<file path="src/rtl/alu_pkg.sv">
// ---------------------------------------------------------------------------
// alu_pkg
//   Shared definitions for the nRISC ALU: datapath width, opcode width and
//   the ALUcontrol opcode values. The control unit imports this package too,
//   so opcode values must only ever change here.
// ---------------------------------------------------------------------------
package alu_pkg;

  localparam int ALU_W   = 8;  // datapath width
  localparam int ALU_OPW = 3;  // ALUcontrol width
  localparam int ALU_SHW = 3;  // shamt width (0..7)

  localparam logic [ALU_OPW-1:0] ALU_ADD = 3'h0;
  localparam logic [ALU_OPW-1:0] ALU_SUB = 3'h1;
  localparam logic [ALU_OPW-1:0] ALU_AND = 3'h2;
  localparam logic [ALU_OPW-1:0] ALU_OR  = 3'h3;
  localparam logic [ALU_OPW-1:0] ALU_SLT = 3'h4;
  localparam logic [ALU_OPW-1:0] ALU_SLL = 3'h5;
  localparam logic [ALU_OPW-1:0] ALU_SRL = 3'h6;
  localparam logic [ALU_OPW-1:0] ALU_NOR = 3'h7;

endpackage

</file>
<file path="src/rtl/alu_shifter.sv">
// ---------------------------------------------------------------------------
// alu_shifter
//   Logical shifter for SLL / SRL. Both directions zero-fill; shamt == 0
//   passes a through unchanged.
// Ports
//   a      in  ALU_W    value to shift
//   shamt  in  ALU_SHW  shift amount, 0..7
//   dir    in  1        0 = shift left, 1 = shift right (logical)
//   result out ALU_W    shifted value
// ---------------------------------------------------------------------------
module alu_shifter
  import alu_pkg::*;
(
  input  logic [ALU_W-1:0]   a,
  input  logic [ALU_SHW-1:0] shamt,
  input  logic               dir,
  output logic [ALU_W-1:0]   result
);

  always_comb begin
    result = '0;
    if (dir) result = a >> shamt;
    else     result = a << shamt;
  end

endmodule

</file>
<file path="src/rtl/alu.sv">
// ---------------------------------------------------------------------------
// alu
//   8-bit integer ALU of the nRISC datapath (register-file read ports ->
//   writeback mux). Eight operations selected by ALUcontrol; zero feeds the
//   branch logic.
// Ports (fixed positional order)
//   ALUcontrol in  3  operation select (see alu_pkg)
//   a          in  8  operand A, also the shifted value for SLL/SRL
//   b          in  8  operand B (ignored by the shifts)
//   ALUout     out 8  result
//   zero       out 1  1 when ALUout == 8'h00
//   shamt      in  3  shift amount
//   clock      in  1  rising-edge clock, only used with ALU_OUTREG_EN
//   reset      in  1  synchronous active-high reset, only used with
//                     ALU_OUTREG_EN
// Configuration
//   ALU_OUTREG_EN undefined: ALUout/zero are combinational (0-cycle).
//   ALU_OUTREG_EN defined  : ALUout is registered (1-cycle latency); reset
//                            at an edge forces ALUout = 0 (zero = 1).
// ---------------------------------------------------------------------------
module alu
  import alu_pkg::*;
(
  input  logic [ALU_OPW-1:0] ALUcontrol,
  input  logic [ALU_W-1:0]   a,
  input  logic [ALU_W-1:0]   b,
  output logic [ALU_W-1:0]   ALUout,
  output logic               zero,
  input  logic [ALU_SHW-1:0] shamt,
  input  logic               clock,
  input  logic               reset
);

  logic [ALU_W-1:0] shift_res;
  logic [ALU_W-1:0] result;
  logic             shift_right;

  assign shift_right = (ALUcontrol == ALU_SRL);

  alu_shifter u_shifter (
    .a      (a),
    .shamt  (shamt),
    .dir    (shift_right),
    .result (shift_res)
  );

  // Unknown opcodes fall into the default arm and yield 8'h00.
  always_comb begin
    result = '0;
    case (ALUcontrol)
      ALU_ADD: result = a + b;
      ALU_SUB: result = a - b;
      ALU_AND: result = a & b;
      ALU_OR:  result = a | b;
      ALU_SLT: result = {{(ALU_W-1){1'b0}}, ($signed(a) < $signed(b))};
      ALU_SLL: result = shift_res;
      ALU_SRL: result = shift_res;
      ALU_NOR: result = ~(a | b);
      default: result = '0;
    endcase
  end

`ifdef ALU_OUTREG_EN
  // Reset takes priority over the result being captured at the same edge.
  always_ff @(posedge clock) begin
    if (reset) ALUout <= '0;
    else       ALUout <= result;
  end
`else
  assign ALUout = result;

  // clock and reset are intentionally unused in the combinational build.
  logic unused_clk_rst;
  assign unused_clk_rst = clock ^ reset;
`endif

  // zero always follows the final ALUout value, registered or not.
  assign zero = (ALUout == '0);

endmodule

</file>
<file path="config.mk">
export PLATFORM = sky130hd
export DESIGN_NAME = alu
export DESIGN_NICKNAME = d
export VERILOG_FILES = /design/src/rtl/alu_pkg.sv /design/src/rtl/alu_shifter.sv /design/src/rtl/alu.sv
export SDC_FILE = /design/constraint.sdc
export NUM_CORES = 1
export LEC_CHECK = 0
export ABC_AREA = 1
export BUFFER_PORTS_ARGS = -buffer_cell sky130_fd_sc_hd__buf_2
export CAP_MARGIN = 20
export CORE_MARGIN = 2
export CORE_UTILIZATION = 45
export DETAILED_ROUTE_END_ITERATION = 6
export PLACE_DENSITY = 0.66
export SYNTH_ARGS = -nofsm -noshare
export SYNTH_HDL_FRONTEND = slang
export SYNTH_SLANG_ARGS = --single-unit
</file>
<file path="constraint.sdc">
create_clock -name vclk -period 1.4
set_input_delay 0 -clock vclk [all_inputs]
set_output_delay 0 -clock vclk [all_outputs]
set_load 0.01 [all_outputs]
</file>
==> run_results.csv, run 1 <==
group,metric,value,unit
global_routing,grt_pass1_wl,10100,um
final_layout,layout_common_cells,"nand2_1, buf_4, nand3_1, inv_1, inv_2",
final_layout,finalInstanceArea,0.00299,mm2
final_layout,area_growth,71.9,%
synth,post-synth-top-area-fraction,25.0,%
timing,fin_ws,-0.255,ns
detailed_routing,drc,0,
die,die_h,66.2,um
worst_hold_path,hold_path_class,"input port to output pin",
worst_hold_path,hold_depth,8,
timing,report.final.slew_viol_count,0,
die,rows,22,
status,status,"finished, violations left",
final_layout,seqCellArea,0,um2
placed_design,place.gp.congestion,1.01,
timing,post-route-period-util,118,%
timing,tightest_slew,0.298,ns
synth,yosys.area.top_type,"nand2_1",
power_and_ir_drop,leakagePower,1.57,nW
final_layout,post-route-util,81.1,%
global_routing,antenna_found_initial,0,
detailed_routing,drt_first_pass_iters,5,
final_layout,clock_buffers,0,
detailed_routing,wirelength,7040,um
detailed_routing,wl_met1,2730,um
detailed_routing,ant_nets,0,
die,initial_core_util,47.2,%
global_routing,overflow,0,
global_routing,grt_start_max_net_pins,15,
detailed_routing,top_layer_used,"met4",
final_layout,layout.nets,485,
critical_path,cp_data_arrival_time,1.65,ns
synth,postSynthCellCount,343,
global_routing,grt_pass1_vias,2284,
final_layout,final_common_cell,"nand2_1",
detailed_routing,num_vias,2639,
final_layout,layout-drive-gt1-share,46.0,%
placed_design,dpl.hpwl,4860,um
status,violations,"setup timing",
power_and_ir_drop,ir_worst_vdd,0.209,mV
timing,period_needed,1.65,ns
synth,syn_avg_cell_area,5.07,um2
timing,fmax,604,MHz
critical_path,startpoint_type,"input port",
critical_path,worst-path-max-fanout,7,
cts,cts_hold_buf,0,
critical_path,crit_type,"input port to output pin",
timing,setup_viol,9,
synth,synth_area,0.00174,mm2
synth,ys_seq_area_share,0,%
power_and_ir_drop,report.power.total,1.21,mW
placed_design,portBuffers,31,
detailed_routing,routed-wl-met3,608,um
die,core_region_area,0.00369,mm2
power_and_ir_drop,power_density,406,mW/mm2
critical_path,crit_required,1.40,ns
timing,relSlewSlack,80.1,%
timing,rsz0062_at_grt,"true",
placed_design,placed_area,0.00238,mm2
job,cap_violations,0,
synth,synth_cell_types,27,
die,ios,33,
final_layout,n_antenna_cell,0,
synth,syn_nets,393,
die,die_area,0.00438,mm2
synth,synth_area_leaders,"nand2_1, nand3_1, ha_1",
critical_path,cp-end-kind,"output pin",
detailed_routing,wl_met2,3400,um
detailed_routing,avgViaCountPerCell,5.49,
timing,finalHoldViolCount,0,
die,die_w,66.2,um
synth,yosysWarnings,0,
detailed_routing,drt_iter0_drc,269,
final_layout,seq_cells,0,
timing,setup_tns,-1.01,ns
global_routing,grt_usage,29.1,%
detailed_routing,wl_per_cell,14.6,um
report_power, final:
group / switching (mW) / internal (mW)
Sequential: 0 / 0
Clock: 0 / 0
Combinational: 0.635 / 0.580
cells in the mapped netlist:
library cell / number
nand4_1: 10
buf_2: 3
a21oi_1: 11
o21bai_1: 2
ha_1: 24
inv_2: 2
fa_1: 2
or2_1: 1
nor2_1: 22
clkbuf_2: 1
xor2_1: 1
inv_1: 58
nand2_1: 116
nor2_2: 1
or2_2: 2
nand3_1: 66
nor3_1: 3
o21ai_0: 6
xnor2_1: 1
o22ai_1: 1
and2_1: 2
o21a_1: 1
nor3_2: 1
buf_6: 1
buf_4: 3
o211a_1: 1
o21ai_1: 1
per-stage QoR:
step                hold WS, ns  std cells  setup WS [ns]
global route              0.750        481         -0.315
floorplan                 0.300        343        0.00189
finish                    0.696        481         -0.255
global placement          0.655        471         -0.285
CTS                       0.656        478         -0.139
detailed placement        0.653        471         -0.295
what timing repair did:
action,in CTS,in global routing
buffers inserted,7,5
gates cloned,0,0
gates resized for setup,44,98
pin swaps,26,43
endpoints found under the setup margin,8,9
worst max-delay path: stages:
cell,delay [ns]
buf_8,0.08
inv_4,0.03
ha_4,0.29
nand2_2,0.09
nand2_2,0.06
a21oi_2,0.16
nand2_1,0.09
nand2_1,0.11
nand2_1,0.07
nand2_1,0.06
nand4_1,0.12
nor2_1,0.16
nand2_1,0.11
nor2_2,0.09
buf_2,0.13
cell type report:
class | instances | area (um2)
fillers | 254 | 698
inverters | 60 | 240
multi-input cells | 275 | 1860
well taps | 48 | 60.1
repair buffers | 98 | 826
cells by family after synthesis:
family                     count (synthesis)  synth area share [%]
xor gates and xnor gates                   2                  1.01
buffers and inverters                     68                  16.0
and+or+nand+nor                          224                  56.0
AOI/OAI and AO/OA                         23                  7.41
adders and majority gates                 26                  19.6
routing by layer:
layer / GRT usage (%) / vias to the layer above
li1: - / 1273
met1: 39.1 / 1143
met2: 52.5 / 187
met3: 1.02 / 36
met4: 3.83 / 0
met5: 0 / -
path summary, 6_finish.rpt:
check / from / endpoint / slack, ns
min: b[0] / ALUout[0] / 0.70
max: b[4] / zero / -0.25
(Power assumes the default switching activity.)
==> inputs of run 2 (changes only) <==
--- a/config.mk
+++ b/config.mk
@@ -12,6 +12,7 @@
 export CORE_UTILIZATION = 45
 export DETAILED_ROUTE_END_ITERATION = 6
 export PLACE_DENSITY = 0.66
+export SETUP_SLACK_MARGIN = 0.15
 export SYNTH_ARGS = -nofsm -noshare
 export SYNTH_HDL_FRONTEND = slang
 export SYNTH_SLANG_ARGS = --single-unit
==> run 2 against run 1 <==
  * Critical path depth grew 1
  * Maximum frequency rose by 5.8%
  * Core utilization decreased by 3.3 points
  * The flow still finishes with violations (setup timing)
  * Highest routed layer unchanged
  * Largest power group unchanged
  * Largest cell class unchanged
  * Wire length decreased by 4.4%
==> run_results.csv, run 2 (synthesis results as in run 1) <==
group,metric,value,unit
status,status,"finished, violations left",
status,violations,"setup timing",
placed_design,portBuffers,31,
final_layout,post-route-util,77.8,%
detailed_routing,wl_per_cell,14.3,um
final_layout,area_growth,65.0,%
global_routing,grt_pass1_wl,10200,um
critical_path,crit_chain,"buf_2, inv_2, ha_4, buf_6, nor2_2, and2_1, nand2_1, nand2_1, nand2_1, nand2_1, nand3_1, nand2_1, buf_4, buf_6, inv_2, buf_6",
final_layout,layout-drive-gt1-share,42.0,%
power_and_ir_drop,power_density,406,mW/mm2
placed_design,dpl.hpwl,5010,um
final_layout,final_common_cell,"nand2_1",
final_layout,seq_cells,0,
final_layout,seqCellArea,0,um2
worst_hold_path,min_from,"b[7]",
power_and_ir_drop,p_clk_share,0,%
power_and_ir_drop,leakagePower,1.52,nW
timing,setup_tns,-0.570,ns
critical_path,path_buf_inv,7,
timing,post-route-period-util,112,%
die,die_w,66.2,um
global_routing,overflow,0,
die,rows,22,
final_layout,final_cells,472,
worst_hold_path,hold_path_class,"input port to output pin",
timing,fmax,639,MHz
detailed_routing,drt_iter0_drc,214,
critical_path,cp_slowest_cell,"ha_4",
critical_path,cp_top_family,"buffers and inverters",
power_and_ir_drop,comb_power_share,100.0,%
final_layout,layout_common_cells,"nand2_1, nand3_1, buf_4, inv_1, buf_6",
timing,report.final.slew_viol_count,0,
placed_design,place_ws,-0.343,ns
die,die_area,0.00438,mm2
critical_path,crit_type,"input port to output pin",
global_routing,antenna_found_initial,0,
timing,relSlewSlack,80.5,%
critical_path,startpoint_type,"input port",
critical_path,worst-path-max-fanout,5,
critical_path,crit_required,1.40,ns
timing,period_needed,1.56,ns
final_layout,clock_buffers,0,
critical_path,worst_path_most_repeated_cell,"nand2_1",
cts,cts_hold_buf,0,
detailed_routing,drt_first_pass_iters,5,
timing,setup_viol,7,
detailed_routing,num_vias,2534,
die,initial_core_util,47.2,%
final_layout,finalInstanceArea,0.00287,mm2
power_and_ir_drop,internal_power,554,uW
critical_path,cp-end-kind,"output pin",
timing,tightest_slew,0.293,ns
placed_design,placed_area,0.00244,mm2
power_and_ir_drop,switching_share,52.4,%
power_and_ir_drop,p_sw,611,uW
die,ios,33,
final_layout,num-fill-cells,292,
timing,timing.hold.ws,0.716,ns
detailed_routing,wirelength,6730,um
critical_path,cp_data_arrival_time,1.56,ns
global_routing,grt_usage,29.3,%
job,cap_violations,0,
placed_design,place.gp.congestion,0.941,
timing,rsz0062_at_grt,"true",
detailed_routing,drc,0,
die,die_h,66.2,um
die,core_region_area,0.00369,mm2
timing,fin_ws,-0.165,ns
timing,finalHoldViolCount,0,
power_and_ir_drop,report.power.total,1.16,mW
final_layout,layout.nets,476,
worst_hold_path,hold_depth,7,
power_and_ir_drop,ir_worst_vdd,0.194,mV
global_routing,grt_pass1_vias,2272,
detailed_routing,ant_nets,0,
placed_design,dp_cells,463,
critical_path,slowest_delay,0.33,ns
power_and_ir_drop,pwr-share-seq,0,%
detailed_routing,avgViaCountPerCell,5.37,
global_routing,grt_start_max_net_pins,17,
final_layout,n_antenna_cell,0,
worst_hold_path,worstHoldEndpoint,"ALUout[7]",
==> run 2: power groups by stage <==
stage | Clock [mW] | Sequential (mW) | Combinational [mW]
detailed placement | 0 | 0 | 0.899
finish | 0 | 0 | 1.16
floorplan | 0 | 0 | 0.547
global placement | 0 | 0 | 0.891
CTS | 0 | 0 | 1.05
global route | 0 | 0 | 1.25
==> run 2: worst max path at each step <==
stage                     slack [ns]        end  depth (start not counted)  startpoint
after floorplan                 0.07       zero                         12        a[0]
after global placement         -0.31       zero                         14        a[0]
after detailed placement       -0.34       zero                         14        b[2]
after CTS                      -0.18       zero                         16        a[0]
after global routing           -0.26       zero                         14        b[4]
final                          -0.16  ALUout[0]                         16        a[6]
==> run 2: tightest hold or removal path, stage by stage <==
cell and delay (ns):
buf_2 0.09, buf_4 0.09, ha_1 0.13, a21oi_1 0.06, nand4_1 0.11, buf_4 0.12, buf_2 0.11
==> run 2: routing by layer <==
layer / GRT usage (%) / vias up / share of wire, %
met5: 0 / - / 0
met1: 38.3 / 1159 / 42
met4: 3.83 / 0 / 1.3
met3: 0.511 / 12 / 5.4
met2: 54.5 / 105 / 51
li1: - / 1258 / -
==> run 2: what timing repair did <==
action / CTS / global route
setup endpoints to repair: 9 / 9
pin swaps: 28 / 23
resized for setup: 58 / 46
gates cloned: 0 / 0
endpoints found under the hold margin: 0 / 0
setup buffers: 8 / 1
==> run 2: cell type report <==
type / instances / area (um2) / area share [%]
repair buffers: 89 / 774 / 27.0
well taps: 48 / 60.1 / 2.09
inverters: 60 / 248 / 8.63
multi-input cells: 275 / 1790 / 62.3
==> inputs of run 3 (changes only) <==
--- a/config.mk
+++ b/config.mk
@@ -11,7 +11,8 @@
 export CORE_MARGIN = 2
 export CORE_UTILIZATION = 45
 export DETAILED_ROUTE_END_ITERATION = 6
-export PLACE_DENSITY = 0.66
+export PLACE_DENSITY = 0.77
+export REMOVE_ABC_BUFFERS = 1
 export SETUP_SLACK_MARGIN = 0.15
 export SYNTH_ARGS = -nofsm -noshare
 export SYNTH_HDL_FRONTEND = slang
==> run 3 against run 2 <==
  * The run still ends with setup timing left
  * Core utilization rose by 2.2 points
  * Critical path depth fell by 2
  * Worst setup slack got worse by 0.054 ns
  * Global-route usage rose by 0.58 points
  * Via count increased by 6.3%
  * Combinational power barely moved
  * Final cell count did not move
  * Sequential share of layout area did not move
  * Flip-flop and latch count is the same
  * First-iteration DRC count up 56%
  * Die area stayed put
  * Design area increased by 2.9%
  * Largest power group unchanged
==> run_results.csv, run 3 (synthesis results as in run 1) <==
group,metric,value,unit
status,status,"finished, violations left",
status,violations,"setup timing",
final_layout,finalInstanceArea,0.00295,mm2
die,die_h,66.2,um
critical_path,cp-end-kind,"output pin",
final_layout,seq_cells,0,
placed_design,dpl.hpwl,4540,um
power_and_ir_drop,ir_worst_vdd,0.289,mV
timing,post-route-period-util,116,%
detailed_routing,num_vias,2694,
final_layout,final_common_cell,"nand2_1",
critical_path,worst-path-max-fanout,4,
timing,period_needed,1.62,ns
placed_design,placed_area,0.00228,mm2
job,cap_violations,0,
critical_path,startpoint_type,"input port",
final_layout,layout.nets,476,
detailed_routing,drc,0,
final_layout,clock_buffers,0,
power_and_ir_drop,power_density,404,mW/mm2
timing,fin_ws,-0.219,ns
die,rows,22,
global_routing,grt_start_max_net_pins,15,
die,die_w,66.2,um
final_layout,layout-drive-gt1-share,42.7,%
global_routing,grt_pass1_wl,10400,um
power_and_ir_drop,report.power.total,1.19,mW
die,die_area,0.00438,mm2
placed_design,place_ws,-0.306,ns
power_and_ir_drop,leakagePower,1.52,nW
final_layout,final_cells,472,
die,initial_core_util,47.2,%
detailed_routing,drt_iter0_drc,333,
global_routing,antenna_found_initial,0,
timing,finalHoldViolCount,0,
timing,report.final.slew_viol_count,0,
placed_design,dp_cells,465,
critical_path,crit_type,"input port to output pin",
detailed_routing,wirelength,7000,um
detailed_routing,ant_nets,0,
final_layout,num-fill-cells,241,
final_layout,seqCellArea,0,um2
timing,fmax,618,MHz
detailed_routing,wl_met2,3430,um
placed_design,place.gp.congestion,0.969,
global_routing,grt_usage,29.9,%
detailed_routing,wl_met1,2620,um
detailed_routing,avgViaCountPerCell,5.71,
critical_path,critical_path.startpoint,"a[2]",
final_layout,area_growth,69.7,%
worst_hold_path,min_from,"b[0]",
critical_path,cp-endpoint,"zero",
placed_design,portBuffers,31,
final_layout,layout_common_cells,"nand2_1, nand3_1, buf_4, inv_1, buf_6",
critical_path,cp_data_arrival_time,1.62,ns
timing,timing.hold.ws,0.696,ns
critical_path,crit_required,1.40,ns
detailed_routing,top_layer_used,"met4",
timing,relSlewSlack,78.8,%
timing,tightest_slew,0.317,ns
detailed_routing,drt_first_pass_iters,5,
die,core_region_area,0.00369,mm2
die,ios,33,
worst_hold_path,hold_path_class,"input port to output pin",
timing,rsz0062_at_grt,"true",
global_routing,overflow,0,
timing,setup_viol,8,
detailed_routing,routed-wl-met3,676,um
global_routing,grt_pass1_vias,2287,
detailed_routing,wl_per_cell,14.8,um
final_layout,n_antenna_cell,0,
[run 3: cell counts in the layout (fill, tap and decap cells not counted)]
No cell type changed its count.
[run 3: critical path: stages]
cell and delay (ns):
buf_2 0.12, buf_6 0.14, ha_4 0.17, buf_4 0.13
nand2_1 0.07, nand2_1 0.12, inv_2 0.11, nand3_1 0.08
nand3_1 0.09, nand4_1 0.13, nor2_1 0.15, nand2_1 0.08
nor2_1 0.09, buf_2 0.13
[run 3: power by group]
| part | internal, mW | switching [mW] | total [mW] |
|---|---|---|---|
| Combinational | 0.559 | 0.633 | 1.19 |
| Sequential | 0 | 0 | 0 |
| Clock | 0 | 0 | 0 |
[run 3: worst min-delay path by stage]
stage	to	slack [ns]	depth (start not counted)
2_1_floorplan	ALUout[7]	0.30	3
3_3_place_gp	ALUout[7]	0.63	6
3_5_place_dp	ALUout[7]	0.64	6
4_1_cts	ALUout[7]	0.62	6
5_1_grt	ALUout[6]	0.74	8
6_report	zero	0.70	8
[run 3: timing repair]
| action | in CTS | in global routing |
|---|---|---|
| buffers inserted | 4 | 3 |
| setup endpoints to repair | 9 | 9 |
| gates resized for setup | 120 | 40 |
| hold buffers | 0 | 0 |
| pin swaps | 44 | 28 |
[run 3: layout make-up]
type               count  area [um2]  share of cell area [%]
inverters             60         253                    8.56
multi-input cells    275        1870                    63.4
well taps             48        60.1                    2.03
repair buffers        89         768                    26.0
[run 3: per-layer routing]
metal | up-vias | global-route usage (%)
met5 | - | 0
met2 | 195 | 54.9
li1 | 1259 | -
met1 | 1203 | 37.3
met3 | 37 | 2.39
met4 | 0 | 6.89
[run 3: stage by stage]
stage          utilization, %  setup TNS, ns
2_1_floorplan               -         -0.114
3_3_place_gp             61.9          -1.42
3_5_place_dp             61.9          -1.66
4_1_cts                  75.2         -0.257
5_1_grt                  80.0          -1.15
6_report                 80.0         -0.820
